File: config.mk
export PLATFORM = sky130hd
export DESIGN_NAME = jt2148_midi_rx
export DESIGN_NICKNAME = d
export VERILOG_FILES = /design/src/rtl/jt2148_pkg.sv /design/src/rtl/jt2148_fifo.sv /design/src/rtl/jt2148_midi_rx.sv
export SDC_FILE = /design/constraint.sdc
export NUM_CORES = 1
export LEC_CHECK = 0
export ABC_CLOCK_PERIOD_IN_PS = 2770
export CORE_UTILIZATION = 45
export DETAILED_ROUTE_END_ITERATION = 7
export PLACE_DENSITY = 0.66
export SYNTH_ARGS = -nofsm -noshare
export SYNTH_HDL_FRONTEND = slang
export SYNTH_HIERARCHICAL = 1
export SYNTH_SLANG_ARGS = --single-unit
File: constraint.sdc
create_clock -name clk -period 2.77 [get_ports clk]
set_clock_uncertainty 0.1 [all_clocks]
set_input_delay 0.554 -clock clk [delete_from_list [all_inputs] [get_ports clk]]
set_output_delay 0.554 -clock clk [all_outputs]
set_load 0.01 [all_outputs]
File: src/rtl/jt2148_pkg.sv
// Shared receiver FSM states and oversampling constants for the jt2148 MIDI UART.
package jt2148_pkg;

   localparam int OVS = 16;
   localparam int MID = 8;

   typedef enum logic [2:0] {
      ST_IDLE,
      ST_START,
      ST_DATA,
      ST_STOP,
      ST_BREAK
   } rx_state_e;

endpackage

File: src/rtl/jt2148_fifo.sv
// Generic FIFO with combinational head; a push into a full queue is dropped (ovr_o pulses)
// unless a pop lands in the same cycle, in which case both take effect.
module jt2148_fifo
   import jt2148_pkg::*;
#(
   parameter int DEPTH = 4,
   parameter int DW    = 8
) (
   input  logic          clk,
   input  logic          rst,
   input  logic          wr_vld_i,
   input  logic [DW-1:0] wr_dat_i,
   input  logic          rd_i,
   output logic [DW-1:0] rd_dat_o,
   output logic          rd_vld_o,
   output logic          ovr_o
);

   localparam int AW = (DEPTH > 1) ? $clog2(DEPTH) : 1;

   logic [DW-1:0] mem_q [DEPTH];
   logic [AW-1:0] wr_ptr_q, wr_ptr_d;
   logic [AW-1:0] rd_ptr_q, rd_ptr_d;
   logic [AW:0]   cnt_q, cnt_d;
   logic          full, do_rd, do_wr;

   function automatic logic [AW-1:0] ptr_inc(input logic [AW-1:0] p);
      return (p == AW'(DEPTH-1)) ? '0 : p + 1'b1;
   endfunction

   assign full     = (cnt_q == (AW+1)'(DEPTH));
   assign do_rd    = rd_i && (cnt_q != '0);
   assign do_wr    = wr_vld_i && (!full || do_rd);
   assign ovr_o    = wr_vld_i && full && !do_rd;
   assign rd_vld_o = (cnt_q != '0);
   assign rd_dat_o = mem_q[rd_ptr_q];

   always_comb begin
      wr_ptr_d = wr_ptr_q;
      rd_ptr_d = rd_ptr_q;
      cnt_d    = cnt_q;
      if (do_wr) wr_ptr_d = ptr_inc(wr_ptr_q);
      if (do_rd) rd_ptr_d = ptr_inc(rd_ptr_q);
      case ({do_wr, do_rd})
         2'b10:   cnt_d = cnt_q + 1'b1;
         2'b01:   cnt_d = cnt_q - 1'b1;
         default: cnt_d = cnt_q;
      endcase
   end

   // When full, wr_ptr equals rd_ptr: a coincident pop frees exactly the slot being written.
   always_ff @(posedge clk or posedge rst) begin
      if (rst) begin
         wr_ptr_q <= '0;
         rd_ptr_q <= '0;
         cnt_q    <= '0;
         for (int i = 0; i < DEPTH; i++) mem_q[i] <= '0;
      end else begin
         wr_ptr_q <= wr_ptr_d;
         rd_ptr_q <= rd_ptr_d;
         cnt_q    <= cnt_d;
         if (do_wr) mem_q[wr_ptr_q] <= wr_dat_i;
      end
   end

endmodule

File: src/rtl/jt2148_midi_rx.sv
// MIDI 8N1 receiver, 16x oversampled, feeding a receive queue; byte visible the clk after the stop sample.
// Queue is 4 deep with JT2148_RXFIFO_EN defined, otherwise a single holding register.
module jt2148_midi_rx
   import jt2148_pkg::*;
#(
   parameter int DIV = 8,
   parameter int DW  = 8
) (
   input  logic          clk,
   input  logic          rst,
   input  logic          midi_rx,
   input  logic          rd,
   input  logic          clr_err,
   input  logic          irq_en,
   output logic [DW-1:0] rx_data,
   output logic          rx_rdy,
   output logic          rx_ovr,
   output logic          rx_ferr,
   output logic          irq_n
);

`ifdef JT2148_RXFIFO_EN
   localparam int QDEPTH = 4;
`else
   localparam int QDEPTH = 1;
`endif
   localparam int PW = (DIV > 1) ? $clog2(DIV) : 1;
   localparam int BW = (DW > 1) ? $clog2(DW) : 1;

   logic          rx_s1_q, rx_s2_q, rx_prev_q;
   logic [PW-1:0] presc_q;
   logic          tick;
   rx_state_e     state_q, state_d;
   logic [3:0]    tick_cnt_q, tick_cnt_d;
   logic [BW-1:0] bit_cnt_q, bit_cnt_d;
   logic [DW-1:0] shift_q, shift_d;
   logic          push, ferr_set, ovr_set;
   logic          ovr_q, ferr_q;

   assign tick = (presc_q == PW'(DIV-1));

   always_ff @(posedge clk or posedge rst) begin
      if (rst) begin
         rx_s1_q    <= 1'b1;
         rx_s2_q    <= 1'b1;
         rx_prev_q  <= 1'b1;
         presc_q    <= '0;
         state_q    <= ST_IDLE;
         tick_cnt_q <= '0;
         bit_cnt_q  <= '0;
         shift_q    <= '0;
         ovr_q      <= 1'b0;
         ferr_q     <= 1'b0;
      end else begin
         rx_s1_q    <= midi_rx;
         rx_s2_q    <= rx_s1_q;
         rx_prev_q  <= rx_s2_q;
         presc_q    <= tick ? '0 : presc_q + 1'b1;
         state_q    <= state_d;
         tick_cnt_q <= tick_cnt_d;
         bit_cnt_q  <= bit_cnt_d;
         shift_q    <= shift_d;
         // A set wins over a coincident clear.
         ovr_q      <= ovr_set  | (ovr_q  & ~clr_err);
         ferr_q     <= ferr_set | (ferr_q & ~clr_err);
      end
   end

   always_comb begin
      state_d    = state_q;
      tick_cnt_d = tick_cnt_q;
      bit_cnt_d  = bit_cnt_q;
      shift_d    = shift_q;
      push       = 1'b0;
      ferr_set   = 1'b0;
      unique case (state_q)
         ST_IDLE: begin
            if (rx_prev_q && !rx_s2_q) begin
               tick_cnt_d = '0;
               state_d    = ST_START;
            end
         end
         ST_START: begin
            if (tick) begin
               tick_cnt_d = tick_cnt_q + 1'b1;
               if (tick_cnt_q == 4'(MID-1)) begin
                  tick_cnt_d = '0;
                  bit_cnt_d  = '0;
                  state_d    = rx_s2_q ? ST_IDLE : ST_DATA;
               end
            end
         end
         // The 4-bit tick counter wraps at OVS, so each bit period restarts it implicitly.
         ST_DATA: begin
            if (tick) begin
               tick_cnt_d = tick_cnt_q + 1'b1;
               if (tick_cnt_q == 4'(OVS-1)) begin
                  shift_d   = {rx_s2_q, shift_q[DW-1:1]};
                  bit_cnt_d = bit_cnt_q + 1'b1;
                  if (bit_cnt_q == BW'(DW-1)) state_d = ST_STOP;
               end
            end
         end
         ST_STOP: begin
            if (tick) begin
               tick_cnt_d = tick_cnt_q + 1'b1;
               if (tick_cnt_q == 4'(OVS-1)) begin
                  if (rx_s2_q) begin
                     push    = 1'b1;
                     state_d = ST_IDLE;
                  end else begin
                     ferr_set = 1'b1;
                     state_d  = ST_BREAK;
                  end
               end
            end
         end
         ST_BREAK: begin
            if (rx_s2_q) state_d = ST_IDLE;
         end
         default: state_d = ST_IDLE;
      endcase
   end

   jt2148_fifo #(
      .DEPTH (QDEPTH),
      .DW    (DW)
   ) u_rxq (
      .clk      (clk),
      .rst      (rst),
      .wr_vld_i (push),
      .wr_dat_i (shift_q),
      .rd_i     (rd),
      .rd_dat_o (rx_data),
      .rd_vld_o (rx_rdy),
      .ovr_o    (ovr_set)
   );

   assign rx_ovr  = ovr_q;
   assign rx_ferr = ferr_q;
   assign irq_n   = ~(irq_en & (rx_rdy | ovr_q | ferr_q));

endmodule

==> results of run 1 <==
==> flip-flops by register name, indices dropped and copies added (netlist names) <==
register / flops
rx_ferr: 1
shift_q: 8
rx_s2_q: 1
bit_cnt_q: 3
state_q: 3
u_rxq/mem_q: 8
rx_ovr: 1
rx_prev_q: 1
tick_cnt_q: 4
presc_q: 3
rx_s1_q: 1
u_rxq/cnt_q: 2
==> layout make-up <==
class | count | area, um^2
well taps | 48 | 60.06
fillers | 305 | 1657
inverters | 13 | 48.80
clock buffers | 5 | 68.82
clock inverters | 3 | 18.77
flip-flops and latches | 36 | 904.6
multi-input cells | 80 | 725.7
repair buffers | 18 | 177.7
==> per-stage QoR <==
step / util (%) / setup WS, ns / std cells / instance area, um^2 / total power, mW
final: 54.75 / 0.3068 / 203 / 2004 / 1.364
after global routing: 54.75 / 0.1297 / 203 / 2004 / 1.454
after CTS: 54.75 / 0.2901 / 203 / 2004 / 1.377
after detailed placement: 52.36 / 0.3004 / 195 / 1917 / 1.008
after global placement: 52.36 / 0.4212 / 195 / 1917 / 0.9906
after floorplan: - / 0.5928 / 133 / 1707 / 0.9261
==> where the power goes <==
group,switching [mW],internal [mW],leakage (nW)
Sequential,0.0781,0.580,0.470
Combinational,0.153,0.189,0.415
Clock,0.189,0.175,0.0479
Total,0.419,0.944,0.933
==> cells by family after synthesis <==
group           synth area share, %
flops                         53.01
simple gates                  12.76
mux                           13.86
compound gates                9.019
buf+inv                       4.472
fa+ha+maj                     5.865
xor+xnor                      1.027
==> Yosys cell counts (2+ instances only) <==
master | instances | area share (%)
nor2_1 | 3 | 0.66
dfrtp_1 | 33 | 48
nand2b_1 | 3 | 1.1
nand3_1 | 2 | 0.59
or2_2 | 2 | 0.73
inv_1 | 13 | 2.9
nand2_1 | 5 | 1.1
mux2_2 | 17 | 11
nor2b_1 | 2 | 0.73
o21ai_0 | 4 | 1.2
mux2i_1 | 3 | 1.8
ha_1 | 8 | 5.9
dfstp_2 | 3 | 4.6
xnor2_1 | 2 | 1.0
and3_1 | 3 | 1.1
==> critical path, cell delays in order (launching register included) <==
cell and delay (ns):
dfrtp_1 0.42, inv_1 0.08, ha_1 0.17, inv_1 0.07
o31ai_1 0.21, clkdlybuf4s50_1 0.58
==> worst max-delay path by stage <==
stage                               from             end  slack [ns]
final                     u_rxq/cnt_q[0]           irq_n        0.31
after global routing          presc_q[0]  u_rxq/cnt_q[0]        0.13
after CTS                 u_rxq/cnt_q[0]           irq_n        0.29
after detailed placement      presc_q[0]  u_rxq/cnt_q[0]        0.30
after global placement        presc_q[0]  u_rxq/cnt_q[1]        0.42
after floorplan               presc_q[0]  u_rxq/cnt_q[1]        0.59
==> cells in the final DEF (no fill, tap or decap), drive strengths merged, types with 2 or more instances in the layout <==
cell type and instances:
dfrtp 33, mux2 18, clkdlybuf4s50 17, inv 13, ha 8, nand2 5, clkbuf 5, o21ai 4
and3 4, nand2b 4, nor2 3, mux2i 3, dfstp 3, clkinv 3, nor2b 2, nand3 2
or2 2, xnor2 2, a21oi 2, or3b 2
==> metal layers <==
metal	global-route usage [%]	up-vias	share of wire (%)	routed length [um]
met2	27.53	14	50	1421
met3	3.986	2	3.0	86
li1	-	507	-	-
met4	8.523	0	0.59	17
met5	0	-	0	0
met1	19.98	534	47	1341
==> flow_metrics.tcl, run 1 <==
set metrics [dict create \
    ys_seq_elements 36 \
    synth_flop_cell "dfrtp_1" \
    async_flop_share_pct 100.0 \
    synth_cell_type_count 45 \
    syn_area_per_cell_um2 12.83 \
    grt_use_total_pct 16.63 \
    rsz0062_at_grt "false" \
    final_max_slew_viol_count 0 \
    die-area_um2 4043 \
    post_cts_buffers 0 \
    holdPathEnd "rx_s2_q" \
    crit_path_start_kind "register" \
    synth_fp_nets 147 \
    clkTransAtPathRegs_ns 0.08 \
    viasPerCell 5.207 \
    clock_latency_ns 0.28 \
    antenna_found_initial 0 \
    holdWs_ns 0.2581 \
    coreArea_um2 3661 \
    port-buffer-count 17 \
    worst_hold_path_type "register to register" \
    arrival_ns 1.81 \
    antenna_left 0 \
    syn_inst 133 \
    syn-cell-area_um2 1707 \
    root_buffer "clkbuf_8" \
    die_w_um 63.59 \
    cts_tree "done" \
    yosysSeqAreaShare_pct 53.01 \
    required_ns 2.12 \
    synth_edf_count 0 \
    p_per_area_nw_per_um2 680.3 \
    hold_violations 0 \
    ff2ff_path_depth 9 \
    worst_ir_drop_vdd_mv 0.4037 \
    cts_num_sinks 36 \
    drive_above_1_share_pct 25.81 \
    io-pin-count 18 \
    maxCapViolations 0 \
    max_freq_mhz 406.0 \
    end_kind "output port" \
    dieHeight_um 63.59 \
    critical_path.max_fanout 3 \
    antenna_cells 0 \
    initial_core_util_pct 46.62 \
    r2r-start "presc_q[0]" \
    overflow 0 \
    cts-resized-gates 0 \
    min_from "rx_s1_q" \
    status "completed" \
    grt_max_degree 27 \
    grt_pass1_wl_mm 4.974 \
    ys_warn_count 6 \
    vias 1057 \
    tightest_slew_ns 0.4698 \
    reg2reg_slack_ns 0.31 \
    cts_buffer_depth 2 \
    gp_congestion 0.7807 \
    setup_violations 0 \
    dr.pass1.iters 4 \
    cts.htree.levels 2 \
    reg2reg_to "u_rxq/cnt_q[0]" \
    fin_crit_sh_pct 88.92 \
    finalSetupTns_ns 0 \
    grt_pass1_vias 1073 \
    nNetsFinal 168 \
    path_class "register to output port" \
    cts_hold_buf 0 \
    wl_mm 2.866 \
    num_rows 22 \
    route.detailed.drc 0 \
    drt-initial-drc-count 41 \
    cts_made_buffers 5 \
    leakage_nw 0.9327 \
    worstHoldPathCells 0 \
    fin_crit_ns 2.463 \
    syn_to_final_growth_pct 17.45 \
    relSlewSlack_pct 68.68 \
    hpwl_mm 2.020 \
    detail_route.wl_per_cell_um 14.12 \
]
(Power assumes the default switching activity.)
==> run 2, diff against run 1 <==
--- a/config.mk
+++ b/config.mk
@@ -6,6 +6,7 @@
 export NUM_CORES = 1
 export LEC_CHECK = 0
 export ABC_CLOCK_PERIOD_IN_PS = 2770
+export CAP_MARGIN = 20
 export CORE_UTILIZATION = 45
 export DETAILED_ROUTE_END_ITERATION = 7
 export PLACE_DENSITY = 0.66
==> results of run 2 <==
Final layout, timing and power as in run 1 (identical DEF).
==> run 3, diff against run 2 <==
--- a/config.mk
+++ b/config.mk
@@ -9,7 +9,7 @@
 export CAP_MARGIN = 20
 export CORE_UTILIZATION = 45
 export DETAILED_ROUTE_END_ITERATION = 7
-export PLACE_DENSITY = 0.66
+export PLACE_DENSITY = 0.72
 export SYNTH_ARGS = -nofsm -noshare
 export SYNTH_HDL_FRONTEND = slang
 export SYNTH_HIERARCHICAL = 1
==> run 3 against run 2 <==
Clock power is 25% higher. Utilization rose by 0.65 points. Worst setup slack worse by 0.020 ns. Global-route usage barely moved. Highest routed layer unchanged. Total power rose by 6.3%.
==> flow_metrics.tcl, run 3 (synthesis gave the netlist of run 1 again) <==
set metrics [dict create \
    fillers 321 \
    drive_above_1_share_pct 25.81 \
    critPathTopFamily "adder cells" \
    hold_violations 0 \
    worst_hold_path_type "register to register" \
    dieHeight_um 63.59 \
    final-seq-area_um2 904.6 \
    cts_made_buffers 5 \
    antenna_found_initial 0 \
    reg2reg_slack_ns 0.29 \
    path_class "register to register" \
    detail_route.wl_per_cell_um 13.79 \
    layout_common_cells "33 x dfrtp_1, 17 x mux2_2, 17 x clkdlybuf4s50_1, 13 x inv_1, 8 x ha_1" \
    cts_num_sinks 36 \
    endpoint "u_rxq/cnt_q[1]" \
    max_freq_mhz 402.7 \
    cts_buffer_depth 2 \
    worstHoldPathCells 0 \
    setup.worst_path.start "presc_q[0]" \
    hpwl_mm 2.016 \
    path_depth 10 \
    crit_path_start_kind "register" \
    grt_pass1_wl_mm 5.168 \
    final_max_slew_viol_count 0 \
    fin_crit_sh_pct 89.66 \
    place_area_um2 1917 \
    initial_core_util_pct 46.62 \
    num_rows 22 \
    wl_mm 2.800 \
    vias 1072 \
    setup_violations 0 \
    grt_max_degree 27 \
    grt_use_total_pct 16.68 \
    seq_power_share_pct 45.5 \
    clkTransAtPathRegs_ns 0.07 \
    ff2ff_path_depth 10 \
    viasPerCell 5.281 \
    layout_commonest_cell "dfrtp_1" \
    reg.largest.list "shift_q: 8 flops, u_rxq/mem_q: 8 flops, tick_cnt_q: 4 flops" \
    route.detailed.drc 0 \
    overflow 0 \
    combPwrFrac_pct 23.1 \
    reg2reg_to "u_rxq/cnt_q[1]" \
    arrival_ns 2.56 \
    fin_crit_ns 2.484 \
    root_buffer "clkbuf_8" \
    rsz0062_at_grt "false" \
    leakage_nw 0.9390 \
    cts_hold_buf 0 \
    port-buffer-count 17 \
    coreArea_um2 3661 \
    grt_pass1_vias 1148 \
    relSlewSlack_pct 68.02 \
    syn_to_final_growth_pct 18.84 \
    path_cells "ha_1 > ha_1 > and3_1 > nand4_1 > nor2_1 > a21boi_4 > inv_1 > ha_1 > nand2_1 > o21ai_0" \
    die_w_um 63.59 \
    status "completed" \
    cpMostUsedCell "ha_1" \
    nNetsFinal 168 \
    clock_latency_ns 0.29 \
    cts-resized-gates 0 \
    antenna_left 0 \
    cts.htree.levels 2 \
    p_per_area_nw_per_um2 714.9 \
    io-pin-count 18 \
    die-area_um2 4043 \
    final_util_pct 55.40 \
    r2r-start "presc_q[0]" \
    drt-initial-drc-count 30 \
    finalSetupTns_ns 0 \
    worst_ir_drop_vdd_mv 0.3622 \
    antenna_cells 0 \
    critical_path.slowest_cell "dfrtp_1" \
    end_kind "register" \
    tightest_slew_ns 0.4797 \
    cts_tree "done" \
    fin_area_um2 2028 \
    dr.pass1.iters 4 \
    switching_power_mw 0.4156 \
    path_buf_inv 1 \
    gp_congestion 0.7231 \
    swShare_pct 28.66 \
    cpPeakStageDelay_ns 0.36 \
    multiInputGateArea_um2 725.7 \
    critical_path.max_fanout 9 \
    post_cts_buffers 0 \
    p_int_mw 1.034 \
    maxCapViolations 0 \
    clkPwrFrac_pct 31.3 \
    holdWs_ns 0.2661 \
    required_ns 2.84 \
]
-- run 3: how the worst min path moves through the flow --
stage             from       to  slack (ns)
2_1_floorplan  rx_s1_q  rx_s2_q        0.25
3_3_place_gp   rx_s1_q  rx_s2_q        0.25
3_5_place_dp   rx_s1_q  rx_s2_q        0.25
4_1_cts        rx_s1_q  rx_s2_q        0.26
5_1_grt        rx_s1_q  rx_s2_q        0.27
6_report       rx_s1_q  rx_s2_q        0.27
-- run 3: final cells by class --
cell class              count  share of cell area, %
clock buffers               5                  3.393
clock inverters             3                  2.097
inverters                  13                  2.406
multi-input cells          80                  35.78
flip-flops and latches     36                  44.60
well taps                  48                  2.961
repair buffers             18                  8.760
-- run 3: per-layer routing --
metal,track usage [%],vias to the layer above,wire (um)
met3,4.167,7,103
met4,6.818,0,54
met1,20.71,526,1292
met2,27.53,25,1349
met5,0,-,0
li1,-,514,-
-- run 3: stage by stage --
step	cells	setup WS, ns	power (mW)
2_1_floorplan	133	0.5928	0.9261
3_3_place_gp	195	0.4445	0.9849
3_5_place_dp	195	0.2789	1.006
4_1_cts	203	0.2806	1.463
5_1_grt	203	0.006246	1.543
6_report	203	0.2865	1.450
-- run 3: power groups by stage --
| stage | combinational [mW] | sequential [mW] | clock, mW |
|---|---|---|---|
| after floorplan | 0.295 | 0.631 | 0 |
| after global placement | 0.323 | 0.662 | 0 |
| after detailed placement | 0.342 | 0.664 | 0 |
| after CTS | 0.342 | 0.657 | 0.464 |
| after global routing | 0.384 | 0.670 | 0.489 |
| final | 0.335 | 0.660 | 0.454 |
